$ cat src/rtl/auteur_mc_fifo.sv
// Bank of NumChannels independent circular FIFOs with per-channel status,
// sticky overflow/underflow flags, synchronous flush and optional fall-through.
module auteur_mc_fifo #(
  parameter int unsigned  NumChannels = 4,
  parameter int unsigned  Depth       = 8,
  parameter int unsigned  DataWidth   = 32,
  parameter bit           FallThrough = 1'b0,
  localparam int unsigned CntWidth    = $clog2(Depth + 1)
) (
  input  logic                             clk_i,
  input  logic                             rst_i,
  input  logic [NumChannels-1:0]           flush_i,
  input  logic                             clr_err_i,
  input  logic [NumChannels-1:0]           push_i,
  input  logic [NumChannels*DataWidth-1:0] data_i,
  output logic [NumChannels-1:0]           full_o,
  input  logic [NumChannels-1:0]           pop_i,
  output logic [NumChannels*DataWidth-1:0] data_o,
  output logic [NumChannels-1:0]           empty_o,
  output logic [NumChannels*CntWidth-1:0]  usage_o,
  output logic [NumChannels-1:0]           overflow_o,
  output logic [NumChannels-1:0]           underflow_o
);

  localparam int unsigned         PtrWidth = (Depth > 1) ? $clog2(Depth) : 1;
  localparam logic [CntWidth-1:0] CntFull  = CntWidth'(Depth);
  localparam logic [PtrWidth-1:0] PtrLast  = PtrWidth'(Depth - 1);

  // Explicit wrap so Depth need not be a power of two.
  function automatic logic [PtrWidth-1:0] ptr_next(input logic [PtrWidth-1:0] ptr);
    return (ptr == PtrLast) ? '0 : ptr + PtrWidth'(1);
  endfunction

  for (genvar c = 0; c < NumChannels; c++) begin : g_ch
    logic [DataWidth-1:0] mem_q [Depth];
    logic [PtrWidth-1:0]  wr_ptr_q, wr_ptr_d;
    logic [PtrWidth-1:0]  rd_ptr_q, rd_ptr_d;
    logic [CntWidth-1:0]  count_q, count_d;
    logic                 ovf_q, ovf_d;
    logic                 unf_q, unf_d;

    logic [DataWidth-1:0] din;
    logic                 flush;
    logic                 is_full;
    logic                 fall_thru;
    logic                 empty_vis;
    logic                 pop_acc;
    logic                 bypass;
    logic                 push_acc;
    logic                 pop_mem;
    logic                 ovf_set;
    logic                 unf_set;
    logic [DataWidth-1:0] head;

    assign din   = data_i[c*DataWidth +: DataWidth];
    assign flush = flush_i[c];

    // Handshake decode. A fall-through channel looks non-empty whenever a
    // push is presented to it while it holds nothing.
    // NOTE: every always_comb output is assigned on every path, so no latch is inferred.
    always_comb begin
      is_full   = (count_q == CntFull);
      fall_thru = FallThrough && (count_q == '0) && push_i[c];
      empty_vis = (count_q == '0) && !fall_thru;
      pop_acc   = pop_i[c] && !empty_vis && !flush;
      bypass    = fall_thru && pop_acc;
      push_acc  = push_i[c] && (!is_full || pop_acc) && !flush && !bypass;
      pop_mem   = pop_acc && !bypass;
      ovf_set   = push_i[c] && is_full && !pop_acc && !flush;
      unf_set   = pop_i[c] && empty_vis && !flush;
    end

    always_comb begin
      count_d  = count_q;
      wr_ptr_d = wr_ptr_q;
      rd_ptr_d = rd_ptr_q;
      if (flush) begin
        count_d  = '0;
        wr_ptr_d = '0;
        rd_ptr_d = '0;
      end else begin
        if (push_acc) wr_ptr_d = ptr_next(wr_ptr_q);
        if (pop_mem)  rd_ptr_d = ptr_next(rd_ptr_q);
        if (push_acc && !pop_mem)      count_d = count_q + CntWidth'(1);
        else if (!push_acc && pop_mem) count_d = count_q - CntWidth'(1);
      end
      // A fresh error outranks a simultaneous clear.
      ovf_d = (ovf_q && !clr_err_i) || ovf_set;
      unf_d = (unf_q && !clr_err_i) || unf_set;
    end

    // NOTE: sequential state uses non-blocking assignments so every register samples pre-edge values.
    always_ff @(posedge clk_i or posedge rst_i) begin
      if (rst_i) begin
        count_q  <= '0;
        wr_ptr_q <= '0;
        rd_ptr_q <= '0;
        ovf_q    <= 1'b0;
        unf_q    <= 1'b0;
      end else begin
        count_q  <= count_d;
        wr_ptr_q <= wr_ptr_d;
        rd_ptr_q <= rd_ptr_d;
        ovf_q    <= ovf_d;
        unf_q    <= unf_d;
      end
    end

    // NOTE: storage is reset too, so a fresh channel never exposes stale data.
    always_ff @(posedge clk_i or posedge rst_i) begin
      if (rst_i) begin
        for (int unsigned i = 0; i < Depth; i++) mem_q[i] <= '0;
      end else if (push_acc) begin
        mem_q[wr_ptr_q] <= din;
      end
    end

    always_comb begin
      head = '0;
      if (!empty_vis) head = fall_thru ? din : mem_q[rd_ptr_q];
    end

    assign data_o[c*DataWidth +: DataWidth] = head;
    assign usage_o[c*CntWidth +: CntWidth]  = count_q;
    assign full_o[c]      = is_full;
    assign empty_o[c]     = empty_vis;
    assign overflow_o[c]  = ovf_q;
    assign underflow_o[c] = unf_q;
  end

endmodule

$ cat config.mk
export PLATFORM = sky130hd
export DESIGN_NAME = auteur_mc_fifo
export DESIGN_NICKNAME = d
export VERILOG_FILES = /design/src/rtl/auteur_mc_fifo.sv
export SDC_FILE = /design/constraint.sdc
export NUM_CORES = 2
export LEC_CHECK = 0
export CAP_MARGIN = 40
export CORE_MARGIN = 4
export CORE_UTILIZATION = 45
export CTS_CLUSTER_DIAMETER = 40
export DETAILED_ROUTE_END_ITERATION = 6
export GPL_TIMING_DRIVEN = 0
export SLEW_MARGIN = 20
export SYNTH_ARGS = -nofsm -noshare
export SYNTH_HDL_FRONTEND = slang
export SYNTH_SLANG_ARGS = --single-unit
$ cat constraint.sdc
create_clock -name clk_i -period 81.6 [get_ports clk_i]
set_input_delay 16.32 -clock clk_i [delete_from_list [all_inputs] [get_ports clk_i]]
set_output_delay 16.32 -clock clk_i [all_outputs]
set_load 0.005 [all_outputs]
Word level (Yosys, flattened, before mapping):

Index checks and enable logic that the tools add are counted.

* output and inout port bits: 160
* logic and storage cells: 269
* bits in registers: 1072
* bits of input ports: 143

* bitwise logic cells: 8
* add/sub/neg operators: 16
* reductions and logical operators: 105
* mux-type cells: 64
* equality and inequality tests: 12
* magnitude comparators: 12

Operators with widths (number)
* bitwise mux 256 bit: 4
* two-way mux 32 bit: 16
* binary-select mux 32 bit (select 3 bit): 4
* demux 32 bit (select 3 bit): 4
* two-way mux 3 bit: 24
* logical AND 1 bit: 56
* two-way mux 4 bit: 12
* >= comparator 4 bit, second input constant: 8
* NOT 3 -> 4 bit: 8
* adder 3 x 1 -> 3 bit, second input constant: 8
* equality test 3 bit, second input constant: 8
* logical NOT 1 bit: 21
* adder 4 x 1 -> 4 bit, second input constant: 4
* equality test 4 bit, second input constant: 4
* logical NOT 4 bit: 4
* < comparator 4 x 1 -> 1 bit, second input constant: 4
* nonzero test 2 bit: 8
* subtractor 4 x 1 -> 4 bit, second input constant: 4
* logical OR 1 bit: 12
* nonzero test 3 bit: 4

Logic depth before layout (Yosys ltp):

* depth after elaboration: 12
* depth in mapped cells: 10
* depth with buffers taken out: 9

Least setup slack after synthesis:

No wires, ideal clock.

* path type: input to register
* from: input flush_i[1]
* to: register g_ch[1].count_q[3]
* arrival: 18113 ps
* stages: 9
* setup slack: 63405 ps
* cells stage by stage: clkbuf_1 -> nand2b_1 -> nand3_1 -> nand3_1 -> ha_1 -> a21o_1 -> a21oi_1 -> mux2_2 -> a31oi_1

* longest elaborated chain between the ends: 8

Ends and longest elaborated chain
* start, declared: line 12 `input logic [NumChannels-1:0] flush_i,`
* logical NOT 1 bit: line 65, 67
* logical AND 1 bit: line 65 `pop_acc = pop_i[c] && !empty_vis && !flush;`
* logical OR 1 bit: line 67 `push_acc = push_i[c] && (!is_full || pop_acc) && !flush && !bypass;`
* logical AND 1 bit (2 in series): line 67
* logical AND 1 bit / logical NOT 1 bit (equally long branches): line 84, 85
* two-way mux 4 bit / logical AND 1 bit (equally long branches): line 84, 85
* two-way mux 4 bit / nonzero test 3 bit (equally long branches)
* end signal, assigned: line 101 `count_q <= count_d;`
* end, declared: line 38 `logic [CntWidth-1:0] count_q, count_d;`

Parallel ways exist; a longest one is shown, timed or not.
A chain may end at the register's enable or synchronous reset.

Worst setup path in the final report:

* from: register g_ch[3].rd_ptr_q[0]
* to: output data_o[98]

* longest elaborated chain between the ends: 5

Ends and longest elaborated chain
* start, declared: line 37 `logic [PtrWidth-1:0] rd_ptr_q, rd_ptr_d;`
* start signal, assigned: line 103 `rd_ptr_q <= rd_ptr_d;`
* NOT 3 -> 4 bit (implied by the code): line 120 `if (!empty_vis) head = fall_thru ? din : mem_q[rd_ptr_q];`
* binary-select mux 32 bit (select 3 bit): line 120
* two-way mux 32 bit (implied by the code) (2 in series): line 120
* two-way mux 32 bit: line 120
* end, declared: line 18 `output logic [NumChannels*DataWidth-1:0] data_o,`

No other way between the ends. The select of a mux whose other input is x is not followed.

==> results.md <==
- Based on the critical path, the design can be clocked at up to 49.9 MHz.
- Counting cells, the worst reg-to-reg path comes to 8.
- The first global-routing pass estimated 200 mm of wire.
- The total number of yosys warnings is 0.
- Setup violations remaining at the end of the flow were counted as 0.
- The final total power is 2.06 mW.
- The number of buffers inserted for hold repair after clock tree synthesis is 0.
- The number of H-tree branching levels is 4.
- STA classifies the critical path startpoint as a flop.
- The synthesized design contains 0 enable-type register cells.
- The total power divided by cell area is 34.0 nW/um^2.
- The slowest stage of the critical path belongs to the cell sky130_fd_sc_hd__buf_1.
- At the end of the flow, the number of nets in the layout was 3830.
- For the final routed database, the setup TNS stands at 0 ns.
- The dominant combinational cell family by area after synthesis is multiplexers.
- The floorplan has 121 rows.
- The maximum fanout count along the critical path is 10.
- The run finished with clean final reports.
- The first-pass detailed-route iteration total is 5.
- The met1 usage is 0.292.
- At the worst endpoint, the required time is 65.28 ns.
- The share of the yosys chip area belonging to registers is 0.544.
- Of the available clock period, the critical path in the final layout requires 0.246.
- The path category of the worst min-delay check is reg2reg.
- The die extent in x is 339 um.
- After synthesis the netlist holds a flip-flop and latch count of 1072.
- In the synthesized netlist, the number of instances is 3154.
- Counting the buffers created by CTS gives 165.
- The clock root buffer master is sky130_fd_sc_hd__clkbuf_16.
- The internal power of the cells totals 1.46 mW.
- The worst min-delay path startpoint is g_ch[0].mem_q[97].
- The floorplan step defined a core boundary enclosing 109000 sq um.
- The sequential power share is 0.354.
- The number of buffers between clock root and the deepest sink is 3.
- The post-route clock skew is 0.0209 ns.
- The peak per-stage delay on the critical path is 0.60 ns.
- Of the total synthesized cell area, the portion taken by AND, OR, NAND and NOR gates is 0.0300.
- Of the total power, combinational logic draws 0.296.
- The power spent charging and discharging nets is 0.592 mW.
- The initial antenna violation count is 17.
- For the pin with the worst max-slew slack, the measured transition is 0.871 ns.
- The met2 track demand over resource in global routing is 0.376.
- The number of global-route vias before repair was 33436.
- Each instance of the synthesized netlist takes up on average 15.6 sq um.
- The final weighted congestion of routability-driven global placement is 0.800.
- TritonCTS built the clock tree.
- In the routed design, unresolved DRC markers number 0.
- The leading cell type in the layout, fill and taps excluded is sky130_fd_sc_hd__dfrtp_1.
- The total setup buffers inserted after CTS is 0.
- The count of final hold-check violations is 0.
- Setup repair after global routing left no endpoint under its margin.
- After global routing the overflow that remains totals 0.
- The synthesized-area fraction occupied by xor and xnor cells is 0.00233.
- The startpoint of the most critical setup path is g_ch[3].rd_ptr_q[0].
- Clock-pin slew was measured on the worst setup and hold paths at 0.05 ns.
- The filler cells instantiated in the layout total 8615.
- The synthesized net count is 3325.
- The startpoint of the worst register-to-register path is g_ch[0].count_q[0].
- Of the total synthesized cell area, the portion taken by full adders, half adders and majority gates is 0.00771.
- The worst max-slew margin expressed relative to the limit is 0.419.
- The leakage power total is 27.3 nW.
- The routed wire length is 127 mm.
- The clock latency reported for the late side of the worst-skew pair is 0.76 ns.
- The path type of the worst setup path is reg2out.
- Dividing the detail-routed via count by the number of cells gives 5.65.
- The busiest layer in global routing is met2.
- The number of nets still failing antenna checks after routing is 0.
- The complex-gate fraction of the synthesized area is 0.00857.
- The share of total power dissipated in the clock network is 0.349.
- The ratio of cells with drive above 1 in the final layout is 0.458.
- The count of input and output buffers is 295.
- For met3 alone, demand over resource in global routing was 0.0520.
- 303 I/O pins were placed.
- In this run the worst setup path terminates at data_o[98].
- The terminus of the critical flop-to-flop path is g_ch[0].count_q[3].
- The synthesis-to-layout area growth is 22.6%.
- The average wire length per cell after detail routing is 24.4 um.
- In the final layout, flip-flops and latches occupy 26800 sq um.
- For this configuration, the core starts out at a cell density of 0.453.
- The detailed router's first-iteration violation count is 1516.
- Detailed routing inserted a total of 29452 vias.
- The multi-input combinational cells in the finished layout cover a total of 21300 sq um.
- Traced cell by cell, the critical path runs through buf_1, buf_2, mux4_2, mux2i_1, nor2_1, clkdlybuf4s50_1.
- The worst setup path is captured at an output port.
- The critical path buffer and inverter count is 3.
- The dominant register cell in the synthesized netlist is sky130_fd_sc_hd__dfrtp_1.
- Data on the critical path arrives at its endpoint at 3.74 ns.
- For flop-to-flop paths, the worst setup slack is 78.53 ns.
- In this run, distinct cell masters in the synthesized netlist total 61.
- The mux share of post-synthesis cell area is 0.382.
- The half-perimeter wire length after detailed placement is 85.8 mm.
- Counting flops with an async set or reset pin after synthesis yields a share of 1.00.
- The count of max-cap constraint violations is 0.
- The fraction of power spent switching nets is 0.288.
- The family of cells with the greatest summed delay on the critical path is buffers and inverters.
- The height of the die is 339 um.
- Counting buffers and inverters, the worst setup path is 6 cells deep.
- The number of max-slew violations in the final report was 0.
- Clock tree synthesis found a total of 1072 sinks.
- The highest ir drop seen on vdd is 0.0195 mV.
- In the layout the commonest cells are sky130_fd_sc_hd__dfrtp_1, sky130_fd_sc_hd__mux2_2, sky130_fd_sc_hd__clkdlybuf4s50_1.
- The synthesized netlist occupies a cell area of 49300 sq um.
- The die covers 115000 sq um.
- The overall fraction of global-route tracks in use is 0.224.
- Entering global routing, the biggest net connects 117 pins.
- The worst path needs 20.06 ns of the cycle, external delays included.
- In this run, post-CTS repair resized a total of 0 instances.
-- area by class of cell --
class                      count  share of cell area
antenna                        8            0.000331
buffer                       231              0.0187
clock buffer                 203              0.0755
clock inverter                99              0.0196
inverter                      32             0.00211
multi-input combinational   1819               0.352
sequential                  1072               0.443
tap                         1414              0.0292
timing repair buffer         338              0.0595
-- per-layer routing --
layer  routed length (um)  up-vias
met4                 3180       10
met3                 6400      229
met5                   63        -
met2                63500      626
li1                     -    12768
met1                54100    15819
-- state kept, by name, indices dropped and copies added (netlist names) --
signal and flops:
g_ch.mem_q 1024, g_ch.rd_ptr_q 12, g_ch.ovf_q 4, g_ch.unf_q 4
g_ch.wr_ptr_q 12, g_ch.count_q 16
-- cell families (layout without fill, tap and decap cells) --
logic type               count (synthesis)  after routing
AO/OA/AOI/OAI                           59             59
multiplexers                          1425           1425
buffers and inverters                  263            903
XOR/XNOR                                10             10
flip-flops                            1072           1072
AND/OR/NAND/NOR                        297            297
adder cells (fa/ha/maj)                 28             28
other                                    0              8
-- power groups by stage --
stage	logic, mW	clock network (mW)	registers [mW]
3_5_place_dp	0.615	0	0.736
5_1_grt	0.660	0.760	0.742
3_3_place_gp	0.591	0	0.726
2_1_floorplan	0.367	0	0.714
6_report	0.609	0.718	0.728
4_1_cts	0.618	0.735	0.728
-- synthesized netlist by cell type (7+ instances only) --
master | instances | area share
sky130_fd_sc_hd__a21oi_1 | 15 | 0.0015
sky130_fd_sc_hd__a31oi_1 | 8 | 0.0010
sky130_fd_sc_hd__and3_1 | 8 | 0.0010
sky130_fd_sc_hd__buf_1 | 27 | 0.0021
sky130_fd_sc_hd__buf_2 | 110 | 0.011
sky130_fd_sc_hd__buf_4 | 22 | 0.0033
sky130_fd_sc_hd__clkbuf_1 | 65 | 0.0049
sky130_fd_sc_hd__dfrtp_1 | 1072 | 0.54
sky130_fd_sc_hd__ha_1 | 24 | 0.0061
sky130_fd_sc_hd__inv_1 | 32 | 0.0024
sky130_fd_sc_hd__mux2_1 | 36 | 0.0082
sky130_fd_sc_hd__mux2_2 | 959 | 0.22
sky130_fd_sc_hd__mux2_4 | 30 | 0.0091
sky130_fd_sc_hd__mux2i_1 | 144 | 0.029
sky130_fd_sc_hd__mux4_2 | 256 | 0.12
sky130_fd_sc_hd__nand2_1 | 19 | 0.0014
sky130_fd_sc_hd__nand2b_1 | 8 | 0.0010
sky130_fd_sc_hd__nand3_1 | 17 | 0.0017
sky130_fd_sc_hd__nand3b_1 | 7 | 0.0011
sky130_fd_sc_hd__nor2_1 | 169 | 0.013
sky130_fd_sc_hd__nor3_1 | 11 | 0.0011
sky130_fd_sc_hd__nor3b_2 | 7 | 0.0018
sky130_fd_sc_hd__o22ai_1 | 9 | 0.0011
-- worst min-delay path by stage --
stage                         endpoint  cells after the start
finish               g_ch[0].mem_q[97]                      1
global route        g_ch[0].mem_q[206]                      1
CTS                 g_ch[2].mem_q[219]                      1
detailed placement  g_ch[2].mem_q[219]                      1
global placement    g_ch[2].mem_q[193]                      1
floorplan            g_ch[1].mem_q[23]                      1
-- through the flow --
stage                     instance area, sq um   util  worst slack, ns  hold WS (ns)  std cells
after floorplan                          49300      -            35.10         0.453       3154
after global placement                   54100  0.497            26.04         0.462       4863
after detailed placement                 54600  0.502            62.26         0.474       4898
after CTS                                60400  0.555            61.41         0.486       5200
after global routing                     60500  0.556            61.31         0.498       5211
final                                    60500  0.556            61.54         0.483       5216
(Power assumes the default switching activity.)
